--- config.mk ---
export PLATFORM = sky130hd
export DESIGN_NAME = warp_scoreboard_flat
export DESIGN_NICKNAME = d
export VERILOG_FILES = /design/src/rtl/gpu_sched_pkg.sv /design/src/rtl/warp_scoreboard_if.sv /design/src/rtl/warp_sb_slice.sv /design/src/rtl/warp_scoreboard.sv /design/src/flat_wrapper.sv
export SDC_FILE = /design/constraint.sdc
export NUM_CORES = 2
export LEC_CHECK = 0
export ABC_CLOCK_PERIOD_IN_PS = 2400
export CORE_MARGIN = 2
export CORE_UTILIZATION = 34
export DETAILED_ROUTE_END_ITERATION = 10
export GPL_ROUTABILITY_DRIVEN = 0
export GPL_TIMING_DRIVEN = 1
export PLACE_DENSITY_LB_ADDON = 0.2
export SYNTH_ARGS = -nofsm -noshare
export SYNTH_HDL_FRONTEND = slang
export SYNTH_SLANG_ARGS = --single-unit
--- constraint.sdc ---
create_clock -name clk -period 2.4 [get_ports clk]
set_input_delay 0.24 -clock clk [delete_from_list [all_inputs] [get_ports clk]]
set_output_delay 0.24 -clock clk [all_outputs]
set_load 0.005 [all_outputs]
--- src/rtl/gpu_sched_pkg.sv ---
// Shared scheduler definitions: default geometry and common index/entry types
// for the warp issue path.
package gpu_sched_pkg;
  localparam int W_DEF  = 32;
  localparam int RW_DEF = 6;
  localparam int D_DEF  = 4;

  typedef logic [$clog2(W_DEF)-1:0] warp_idx_t;
  typedef logic [RW_DEF-1:0]        reg_idx_t;

  typedef struct packed {
    logic     valid;
    reg_idx_t rg;
  } sb_entry_t;
endpackage

--- src/rtl/warp_scoreboard_if.sv ---
// Scoreboard bus: instruction-buffer heads, arbiter grant, writeback strobe
// and the scoreboard's status outputs.
interface warp_scoreboard_if
  import gpu_sched_pkg::*;
#(
  parameter int W  = W_DEF,
  parameter int RW = RW_DEF
);
  localparam int WI = $clog2(W);

  logic [W-1:0]    ibuf_valid;
  logic [W*RW-1:0] ibuf_src0;
  logic [W*RW-1:0] ibuf_src1;
  logic [W*RW-1:0] ibuf_dst;
  logic [W-1:0]    ibuf_src0_vld;
  logic [W-1:0]    ibuf_src1_vld;
  logic [W-1:0]    ibuf_dst_vld;
  logic [W-1:0]    grant_mask;
  logic [WI-1:0]   grant_idx;
  logic            wb_valid;
  logic [WI-1:0]   wb_warp;
  logic [RW-1:0]   wb_reg;
  logic [W-1:0]    ready_mask;
  logic [W-1:0]    sb_full;
  logic            sb_idle;
  logic            err_sticky;

  modport master (
    output ibuf_valid, ibuf_src0, ibuf_src1, ibuf_dst,
    output ibuf_src0_vld, ibuf_src1_vld, ibuf_dst_vld,
    output grant_mask, grant_idx, wb_valid, wb_warp, wb_reg,
    input  ready_mask, sb_full, sb_idle, err_sticky
  );

  modport slave (
    input  ibuf_valid, ibuf_src0, ibuf_src1, ibuf_dst,
    input  ibuf_src0_vld, ibuf_src1_vld, ibuf_dst_vld,
    input  grant_mask, grant_idx, wb_valid, wb_warp, wb_reg,
    output ready_mask, sb_full, sb_idle, err_sticky
  );
endinterface

--- src/rtl/warp_sb_slice.sv ---
// One warp's pending-write entries: hazard comparators, lowest-free-slot
// allocation, writeback clear and full/busy status.
module warp_sb_slice #(
  parameter int RW = 6,
  parameter int D  = 4
) (
  input  logic          clk,
  input  logic          rst_n,
  input  logic [RW-1:0] src0,
  input  logic [RW-1:0] src1,
  input  logic [RW-1:0] dst,
  input  logic          src0_vld,
  input  logic          src1_vld,
  input  logic          dst_vld,
  input  logic          alloc_en,
  input  logic          clr_en,
  input  logic [RW-1:0] clr_reg,
  output logic          hazard,
  output logic          full,
  output logic          busy,
  output logic          clr_hit
);
  logic [D-1:0]  valid_reg;
  logic [D-1:0]  valid_next;
  logic [RW-1:0] rg_reg [D];
  logic [D-1:0]  hit_src0;
  logic [D-1:0]  hit_src1;
  logic [D-1:0]  hit_dst;
  logic [D-1:0]  clr_match;
  logic [D-1:0]  free_sel;

  generate
    for (genvar gi = 0; gi < D; gi++) begin : g_cmp
      assign hit_src0[gi]  = valid_reg[gi] && (rg_reg[gi] == src0);
      assign hit_src1[gi]  = valid_reg[gi] && (rg_reg[gi] == src1);
      assign hit_dst[gi]   = valid_reg[gi] && (rg_reg[gi] == dst);
      assign clr_match[gi] = valid_reg[gi] && (rg_reg[gi] == clr_reg);
    end
  endgenerate

  always_comb begin
    logic found;
    free_sel = '0;
    found    = 1'b0;
    for (int i = 0; i < D; i++) begin
      if (!valid_reg[i] && !found) begin
        free_sel[i] = 1'b1;
        found       = 1'b1;
      end
    end
  end

  // The clear only touches pre-edge valid entries, so a same-edge allocation
  // into a free slot always survives, even for an identical register.
  assign valid_next = (valid_reg & ~(clr_match & {D{clr_en}})) | (free_sel & {D{alloc_en}});

  always_ff @(posedge clk or negedge rst_n) begin
    if (!rst_n) valid_reg <= '0;
    else        valid_reg <= valid_next;
  end

  always_ff @(posedge clk) begin
    for (int i = 0; i < D; i++) begin
      if (alloc_en && free_sel[i]) rg_reg[i] <= dst;
    end
  end

  assign hazard  = (src0_vld && |hit_src0) || (src1_vld && |hit_src1) || (dst_vld && |hit_dst);
  assign full    = &valid_reg;
  assign busy    = |valid_reg;
  assign clr_hit = |clr_match;
endmodule

--- src/rtl/warp_scoreboard.sv ---
// Per-warp register scoreboard: decodes grants and writebacks, instantiates
// one slice per warp and forms the issue ready mask and error flag.
module warp_scoreboard
  import gpu_sched_pkg::*;
#(
  parameter int W  = W_DEF,
  parameter int RW = RW_DEF,
  parameter int D  = D_DEF
) (
  input logic               clk,
  input logic               rst_n,
  warp_scoreboard_if.slave  sb
);
  localparam int WI = $clog2(W);

  logic [W-1:0] hazard;
  logic [W-1:0] full;
  logic [W-1:0] busy;
  logic [W-1:0] clr_hit;
  logic [W-1:0] alloc_en;
  logic [W-1:0] clr_en;
  logic [W-1:0] grant_expect;
  logic         grant_any;
  logic         grant_ok;
  logic         grant_err;
  logic         wb_err;
  logic         err_reg;

  // A grant is honoured only when the mask is exactly the decoded index.
  assign grant_expect = W'(1) << sb.grant_idx;
  assign grant_any    = |sb.grant_mask;
  assign grant_ok     = grant_any && (sb.grant_mask == grant_expect);
  assign grant_err    = (grant_any && !grant_ok) || (grant_ok && full[sb.grant_idx]);
  assign wb_err       = sb.wb_valid && !clr_hit[sb.wb_warp];

  generate
    for (genvar gi = 0; gi < W; gi++) begin : g_warp
      assign alloc_en[gi] = grant_ok && sb.grant_mask[gi] && sb.ibuf_dst_vld[gi] && !full[gi];
      assign clr_en[gi]   = sb.wb_valid && (sb.wb_warp == WI'(gi));

      warp_sb_slice #(.RW(RW), .D(D)) u_slice (
        .clk      (clk),
        .rst_n    (rst_n),
        .src0     (sb.ibuf_src0[gi*RW +: RW]),
        .src1     (sb.ibuf_src1[gi*RW +: RW]),
        .dst      (sb.ibuf_dst[gi*RW +: RW]),
        .src0_vld (sb.ibuf_src0_vld[gi]),
        .src1_vld (sb.ibuf_src1_vld[gi]),
        .dst_vld  (sb.ibuf_dst_vld[gi]),
        .alloc_en (alloc_en[gi]),
        .clr_en   (clr_en[gi]),
        .clr_reg  (sb.wb_reg),
        .hazard   (hazard[gi]),
        .full     (full[gi]),
        .busy     (busy[gi]),
        .clr_hit  (clr_hit[gi])
      );
    end
  endgenerate

  always_ff @(posedge clk or negedge rst_n) begin
    if (!rst_n) err_reg <= 1'b0;
    else        err_reg <= err_reg | grant_err | wb_err;
  end

  // The grant term hides a warp during its own issue cycle.
  assign sb.ready_mask = sb.ibuf_valid & ~hazard & ~full & ~sb.grant_mask;
  assign sb.sb_full    = full;
  assign sb.sb_idle    = ~|busy;
  assign sb.err_sticky = err_reg;
endmodule
--- src/flat_wrapper.sv ---
// flat-port wrapper written by rule: the top's interface ports become plain ports
module warp_scoreboard_flat import gpu_sched_pkg::*;
#(
  parameter int W  = W_DEF,
  parameter int RW = RW_DEF,
  parameter int D  = D_DEF
)
  (clk, rst_n, sb_ibuf_valid, sb_ibuf_src0, sb_ibuf_src1, sb_ibuf_dst, sb_ibuf_src0_vld, sb_ibuf_src1_vld, sb_ibuf_dst_vld, sb_grant_mask, sb_grant_idx, sb_wb_valid, sb_wb_warp, sb_wb_reg, sb_ready_mask, sb_sb_full, sb_sb_idle, sb_err_sticky);
  warp_scoreboard_if #(.W(W), .RW(RW)) sb_i ();
  input logic clk;
  input logic rst_n;
  input wire logic [$bits(sb_i.ibuf_valid)-1:0] sb_ibuf_valid;
  input wire logic [$bits(sb_i.ibuf_src0)-1:0] sb_ibuf_src0;
  input wire logic [$bits(sb_i.ibuf_src1)-1:0] sb_ibuf_src1;
  input wire logic [$bits(sb_i.ibuf_dst)-1:0] sb_ibuf_dst;
  input wire logic [$bits(sb_i.ibuf_src0_vld)-1:0] sb_ibuf_src0_vld;
  input wire logic [$bits(sb_i.ibuf_src1_vld)-1:0] sb_ibuf_src1_vld;
  input wire logic [$bits(sb_i.ibuf_dst_vld)-1:0] sb_ibuf_dst_vld;
  input wire logic [$bits(sb_i.grant_mask)-1:0] sb_grant_mask;
  input wire logic [$bits(sb_i.grant_idx)-1:0] sb_grant_idx;
  input wire logic [$bits(sb_i.wb_valid)-1:0] sb_wb_valid;
  input wire logic [$bits(sb_i.wb_warp)-1:0] sb_wb_warp;
  input wire logic [$bits(sb_i.wb_reg)-1:0] sb_wb_reg;
  output wire logic [$bits(sb_i.ready_mask)-1:0] sb_ready_mask;
  output wire logic [$bits(sb_i.sb_full)-1:0] sb_sb_full;
  output wire logic [$bits(sb_i.sb_idle)-1:0] sb_sb_idle;
  output wire logic [$bits(sb_i.err_sticky)-1:0] sb_err_sticky;
  assign sb_i.ibuf_valid = sb_ibuf_valid;
  assign sb_i.ibuf_src0 = sb_ibuf_src0;
  assign sb_i.ibuf_src1 = sb_ibuf_src1;
  assign sb_i.ibuf_dst = sb_ibuf_dst;
  assign sb_i.ibuf_src0_vld = sb_ibuf_src0_vld;
  assign sb_i.ibuf_src1_vld = sb_ibuf_src1_vld;
  assign sb_i.ibuf_dst_vld = sb_ibuf_dst_vld;
  assign sb_i.grant_mask = sb_grant_mask;
  assign sb_i.grant_idx = sb_grant_idx;
  assign sb_i.wb_valid = sb_wb_valid;
  assign sb_i.wb_warp = sb_wb_warp;
  assign sb_i.wb_reg = sb_wb_reg;
  assign sb_ready_mask = sb_i.ready_mask;
  assign sb_sb_full = sb_i.sb_full;
  assign sb_sb_idle = sb_i.sb_idle;
  assign sb_err_sticky = sb_i.err_sticky;
  warp_scoreboard #(.W(W), .RW(RW), .D(D)) u_core (.clk(clk), .rst_n(rst_n), .sb(sb_i));
endmodule
Word level (Yosys, flattened, before mapping)
Memory sizes are Yosys's and may differ from the RTL's.
Index checks and enable logic that the tools add are counted.

storage, ports and cells
  flip-flop bits (word level) = 129
  memory bits (writable) = 768
  input port bits = 755
  memories = 32

operators by class
  order comparisons = 2
  equal/unequal tests = 544
  shift-type cells = 1
  muxes and demuxes = 740
  bitwise gates (word level) = 168
  reduce and logical (&&, ||, !) cells = 1483

memory list
  memory                            depth  bits a word  rd ports  clocked after Yosys merged registers in  wr ports  RTL line             source
  u_core.g_warp[0].u_slice.rg_reg   4      6            4         0                                        1         warp_sb_slice.sv:25  logic [RW-1:0] rg_reg [D];
  u_core.g_warp[10].u_slice.rg_reg  4      6            4         0                                        1         warp_sb_slice.sv:25
  u_core.g_warp[11].u_slice.rg_reg  4      6            4         0                                        1         warp_sb_slice.sv:25
  u_core.g_warp[12].u_slice.rg_reg  4      6            4         0                                        1         warp_sb_slice.sv:25
  u_core.g_warp[13].u_slice.rg_reg  4      6            4         0                                        1         warp_sb_slice.sv:25
  u_core.g_warp[14].u_slice.rg_reg  4      6            4         0                                        1         warp_sb_slice.sv:25
  +26 memories                      --     --           --        --                                       --        --

operator list
  kind                    count
  $eq A6 B6 Y1            512
  $logic_and A1 B1 Y1     964
  $mux W6                 96
  $reduce_or A6 Y1        96
  $mux W1                 546
  $reduce_or A4 Y1        128
  $and A4 B4 Y4           96
  $logic_not A1 Y1        195
  $mux W2                 96
  $not A4 Y4              32
  $or A4 B4 Y4            32
  $reduce_and A4 Y1       32
  $reduce_or A128 Y1      1
  $and A32 B32 Y32        3
  $not A32 Y32            3
  $eq A5 B5 Y1 const B    16
  $logic_or A1 B1 Y1      65
  $eq A5 B4 Y1 const B    8
  $eq A32 B32 Y1          1
  $reduce_or A32 Y1       1
  $shl A1 B5 Y32 const A  1
  $eq A5 B3 Y1 const B    4
  $lt A5 B6 Y1 const B    2
  $bmux W1 S5             2
  4 further kinds         6

Longest topological paths before layout
  word-level depth = 14
  mapped depth = 13
  depth with buffers taken out = 8

Modules after synthesis
Synthesis repeated with hierarchy kept, for this count alone.

unflattened totals
  cell total of the unflattened synthesis = 6555
  area, all modules = 68798.5 µm²

by module, submodules not included
  module           instances  cells each  area an instance (µm²)  sequential area each (µm²)
  warp_sb_slice    32         194         2064.5                  820.8
  warp_scoreboard  1          347         2735.1                  25.0

Worst setup path after synthesis
OpenSTA, ideal clock, no wires.

  path kind = input-to-reg
  start point = input port sb_grant_idx[0]
  end point = memory u_core.g_warp[12].u_slice.rg_reg[3][0], enable pin
  library setup time = 0.386 ns
  data arrival time = 3.187 ns
  path slack = -1.173 ns
  stages on the path = 10
  buffers on the path = 2
  path through = buf_2 -> nor3b_2 -> or3b_1 -> a222oi_1 -> o2111ai_1 -> or4b_1 -> nand4b_4 -> buf_2 -> or2_1 -> nor4_1

on the way
  cells in the longest elaborated chain, start to end = 13
  elaborated cells on any way between the ends = 27
  those cells by class = eq/ne: 1; shift: 1; mux: 14; reduce/logical: 11

ends and longest elaborated chain
  what                                                                     RTL line               source
  from (decl)                                                              flat_wrapper.sv:20     input wire logic [$bits(sb_i.grant_idx)-1:0] sb_grant_idx;
  $shl A1 B5 Y32 (*)                                                       warp_scoreboard.sv:30  assign grant_expect = W'(1) << sb.grant_idx;
  $eq A32 B32 Y1 (*)                                                       warp_scoreboard.sv:32  assign grant_ok = grant_any && (sb.grant_mask == grant_expect);
  $logic_and A1 B1 Y1 (*)                                                  warp_scoreboard.sv:32
  $logic_and A1 B1 Y1 (*) (3 in a row)                                     warp_scoreboard.sv:38  assign alloc_en[gi] = grant_ok && sb.grant_mask[gi] && sb.ibuf_dst_vld[gi] && !full[gi];
  $logic_and A1 B1 Y1                                                      warp_sb_slice.sv:64    if (alloc_en && free_sel[i]) rg_reg[i] <= dst;
  $mux W1                                                                  warp_sb_slice.sv:64
  $mux W1 (not written as such)                                            warp_sb_slice.sv:64
  $reduce_or A6 Y1 (no source line)                                        --
  $mux W2 (no source line) / $mux W1 (equally long branches) (3 in a row)  --
  to (decl)                                                                warp_sb_slice.sv:25

Every way passes the cells marked *; elsewhere a longest branch is shown, timed or not.

Final worst setup path
  start point = register u_core.g_warp[25].u_slice.valid_reg[3]
  end point = output port sb_sb_idle

on the way
  cells in the longest elaborated chain, start to end = 2

ends and longest elaborated chain
  what                    RTL line               source
  from (decl)             warp_sb_slice.sv:23    logic [D-1:0] valid_reg;
  from (signal assigned)  warp_sb_slice.sv:59    else valid_reg <= valid_next;
  $reduce_or A128 Y1      warp_scoreboard.sv:69  assign sb.sb_idle = ~|busy;
  $logic_not A1 Y1        warp_scoreboard.sv:69
  to (decl)               flat_wrapper.sv:26     output wire logic [$bits(sb_i.sb_idle)-1:0] sb_sb_idle;

No other way between the ends.

==> summary by stage <==
Logic synthesis
Yosys printed 0 warnings. The register bit count reported by yosys is between 800 and 900. Sequential cells were found to cover 38.0% of the synthesized design area.

The cell count after synthesis came out at 6802. Counting every net in the synthesized netlist gives around 7600. Yosys attributes the largest share of cell area to edfxtp_1 (33%), xnor2_1 (20%), xor2_1 (19%).

The distinct cell type count of the synthesized netlist is 68. The synthesized area divided by synthesized cell count is 10.2 um^2. Summed over all instances, the cell type with the most area after synthesis is edfxtp_1.

The top cell type's share of synthesized area is between 30% and 40%. The most used flip-flop cell after synthesis is edfxtp_1. The netlist area before placement is around 69000 um^2. The number of synthesized flops with an enable pin is 768. Counting flops with an async set or reset pin after synthesis yields a share of ~14%.

STA
The worst-case clock skew is 55.2 ps. The count of endpoints failing setup in the final report is 930. The worst path uses 142% of the clock period. The headroom to the max-slew limit is just over 40%.

For this run, the top clock speed supported by timing is 294 MHz. The final count of pins violating max slew is 0. Counting I/O delays and the setup requirement, the final critical path takes 3400 ps. The final count of hold timing violations came to 0. Once routing completed, OpenROAD measured the worst setup slack at -999 ps. For the pin with the worst max-slew slack, the measured transition is between 800 and 900 ps. Setup repair after global routing could not meet its margin everywhere. Adding up every negative setup slack in the final design gives -412250 ps.

Routing
The count of TritonRoute iterations in the first routing pass is 6. After detailed routing, the number of vias per cell comes to 5.29. The first routing iteration left 5272 violations. The post-route antenna net violation count is 0. After detailed routing, the average wire length per cell comes to 26.0 um. The DRC violation count after routing is 0. The detailed-route via count is 65873. Wires add up to 324 mm.

Pwr
The power after layout is around 42 mW. The power density over cell area is 388 nW/um^2. The leakage component of the power is 41.4 nW. The worst-case IR drop observed on VDD is 0.000604 V.

Worst setup path
The critical path goes through buf_12 -> nor4_4 -> buf_4 -> nand4_1 -> buf_4 -> or4_1 -> nor2_1 -> buf_4 -> buf_6. The critical path launch point type is a flip-flop. Among the stages of the critical path, the cell type that occurs most often is buf_4. The data required time at the worst endpoint is 2160 ps.

In this run the worst path has a maximum fanout of 2. STA classifies the critical path endpoint as a primary output. By startpoint and endpoint, the worst setup path is classified as flip-flop to primary output. On the worst path, the slowest cell contributes a delay of 460 ps. The cell with the biggest individual delay on the critical path is or4_1. STA puts the critical path data arrival time at 3160 ps.

Global routing
After global routing the overflow that remains totals 0. The initial antenna violation count is 72. For this run, the total global-route usage over all layers was measured as slightly below 30%. Entering global routing, the biggest net connects 41 pins.

The first global-routing pass estimated 454 mm of wire. The number of global-route vias before repair came to 67055.

Finish
The most frequent standard cell in the layout excluding fill and tap cells is buf_4. The count of non-filler cells in the finished layout is 12455. The fraction of final layout cells with drive strength greater than 1 is 34.9%. Leaving out fill and tap cells, the most frequent cells in the layout are buf_4 (2156), xnor2_1 (1552), xor2_1 (1489). The area growth from synthesis to layout is 56.2%. The register with the most flip-flops in the layout has roughly 770 of them. After the last flow step, the layout net total stands at 10382.

Placed design
The wire-length estimate of the detail-placed layout is around 250 mm. The worst setup slack after placement is -1740 ps. Port buffering added 820 buffers. Counting tap cells, the placed design contains a total of 11732 instances.

Clocking
The maximum root-to-sink buffer count is 3. CTS saw about 900 sinks. The clock insertion delay at the later pin of the skew report is 750 ps.

The H-tree was split into 3 levels. The master cell of the clock root buffer is clkbuf_16. The CTS tree is done. In this run, CTS created clock tree buffers numbering approximately 110.

After clock tree synthesis, the clock-pin slew on the worst setup and hold paths is 70 ps.

Job
The reported max-cap violation count is 0.

Status
The final reports fail on negative setup slack. The run finished, with violations left.

Die
The floorplan step set the die height to 455 um. The die is 455 um wide. The initial cell density of the core is 34.2%. The number of placement rows is 165.

The die outline area is about 210000 um^2. The core box area is 202000 um^2. The top-level port count is 821.

Worst hold path
The min-delay analysis places its worst path in the category primary input to flip-flop.
==> power by group <==
part	switching [mW]	internal [mW]
registers	0.0150	16.9
clock network	7.20	9.96
logic	3.97	3.87
total	11.2	30.8
==> cell usage after synthesis (6+ instances only) <==
master     count
xnor2_1     1573
xor2_1      1500
edfxtp_1     768
nand4_1      546
nor4_1       526
clkbuf_1     493
nor2_1       142
nor3_1       133
dfrtp_1      129
nand2_1      115
buf_1        107
inv_1         90
a2bb2oi_1     66
or4_1         65
nand3_1       61
o41ai_1       45
a22oi_1       44
o21ai_0       40
nand4b_1      35
o31ai_1       34
buf_2         33
buf_4         32
a221oi_1      28
or3_1         27
a21oi_1       26
or2_2         22
or2_1          9
nand2b_1       8
a21o_1         6
==> per-stage QoR <==
| step | hold slack, ps | instance area (um^2) | utilization (%) |
|---|---|---|---|
| floorplan | -55.6 | 70000 | - |
| global placement | 225 | 96100 | 47.6 |
| detailed placement | 223 | 96100 | 47.6 |
| CTS | 72.8 | 104000 | 51.3 |
| global route | 123 | 108000 | 53.4 |
| finish | 120 | 108000 | 53.4 |
==> per-layer routing <==
metal	track usage, %	share of wire (%)	vias up
li1	-	-	29756
met1	36.1	39	32677
met3	3.72	5.8	793
met2	49.5	47	2633
met5	0	0.023	-
met4	19.6	7.6	14
==> worst paths after layout <==
kind	cells past startpoint	endpoint	from	slack, ps
max in group asynchronous	4	u_core.g_warp[25].u_slice.valid_reg[2]	rst_n	1240
min	5	u_core.g_warp[24].u_slice.valid_reg[0]	sb_wb_reg[1]	120
max reg2reg	9	u_core.sb.err_sticky	u_core.g_warp[26].u_slice.rg_reg[2][3]	-300
min in group asynchronous	3	u_core.g_warp[28].u_slice.valid_reg[0]	rst_n	490
max	9	sb_sb_idle	u_core.g_warp[25].u_slice.valid_reg[3]	-1000
min reg2reg	2	u_core.sb.err_sticky	u_core.sb.err_sticky	520
==> timing repair <==
item	in CTS	in global routing
buffers inserted	245	231
hold endpoints to repair	129	0
gates resized for setup	565	553
endpoints found under the setup margin	962	961
cloned	9	2
pin swaps	245	293
hold buffers	3	0
==> final cells by class <==
type / count / area [um^2]
fillers: 17708 / 94100
multi-input cells: 5149 / 43800
repair buffers: 3383 / 30300
flip-flops and latches: 897 / 26300
well taps: 2672 / 3340
clock buffers: 124 / 2780
clock inverters: 76 / 956
inverters: 91 / 352
diodes: 63 / 158
==> worst max-delay path: cells and delay by family, from the launching register on <==
family / cells / cell delay [ps]
buffers and inverters: 5 / 890
DFF: 1 / 400
and+or+nand+nor: 4 / 1140
==> cells by family after synthesis <==
kind of cell    synth area share [%]
compound gates                  3.65
simple gates                    14.8
buf+inv                         4.34
xor+xnor                        38.9
mux                            0.253
flops                           38.0
(Power assumes the default switching activity.)
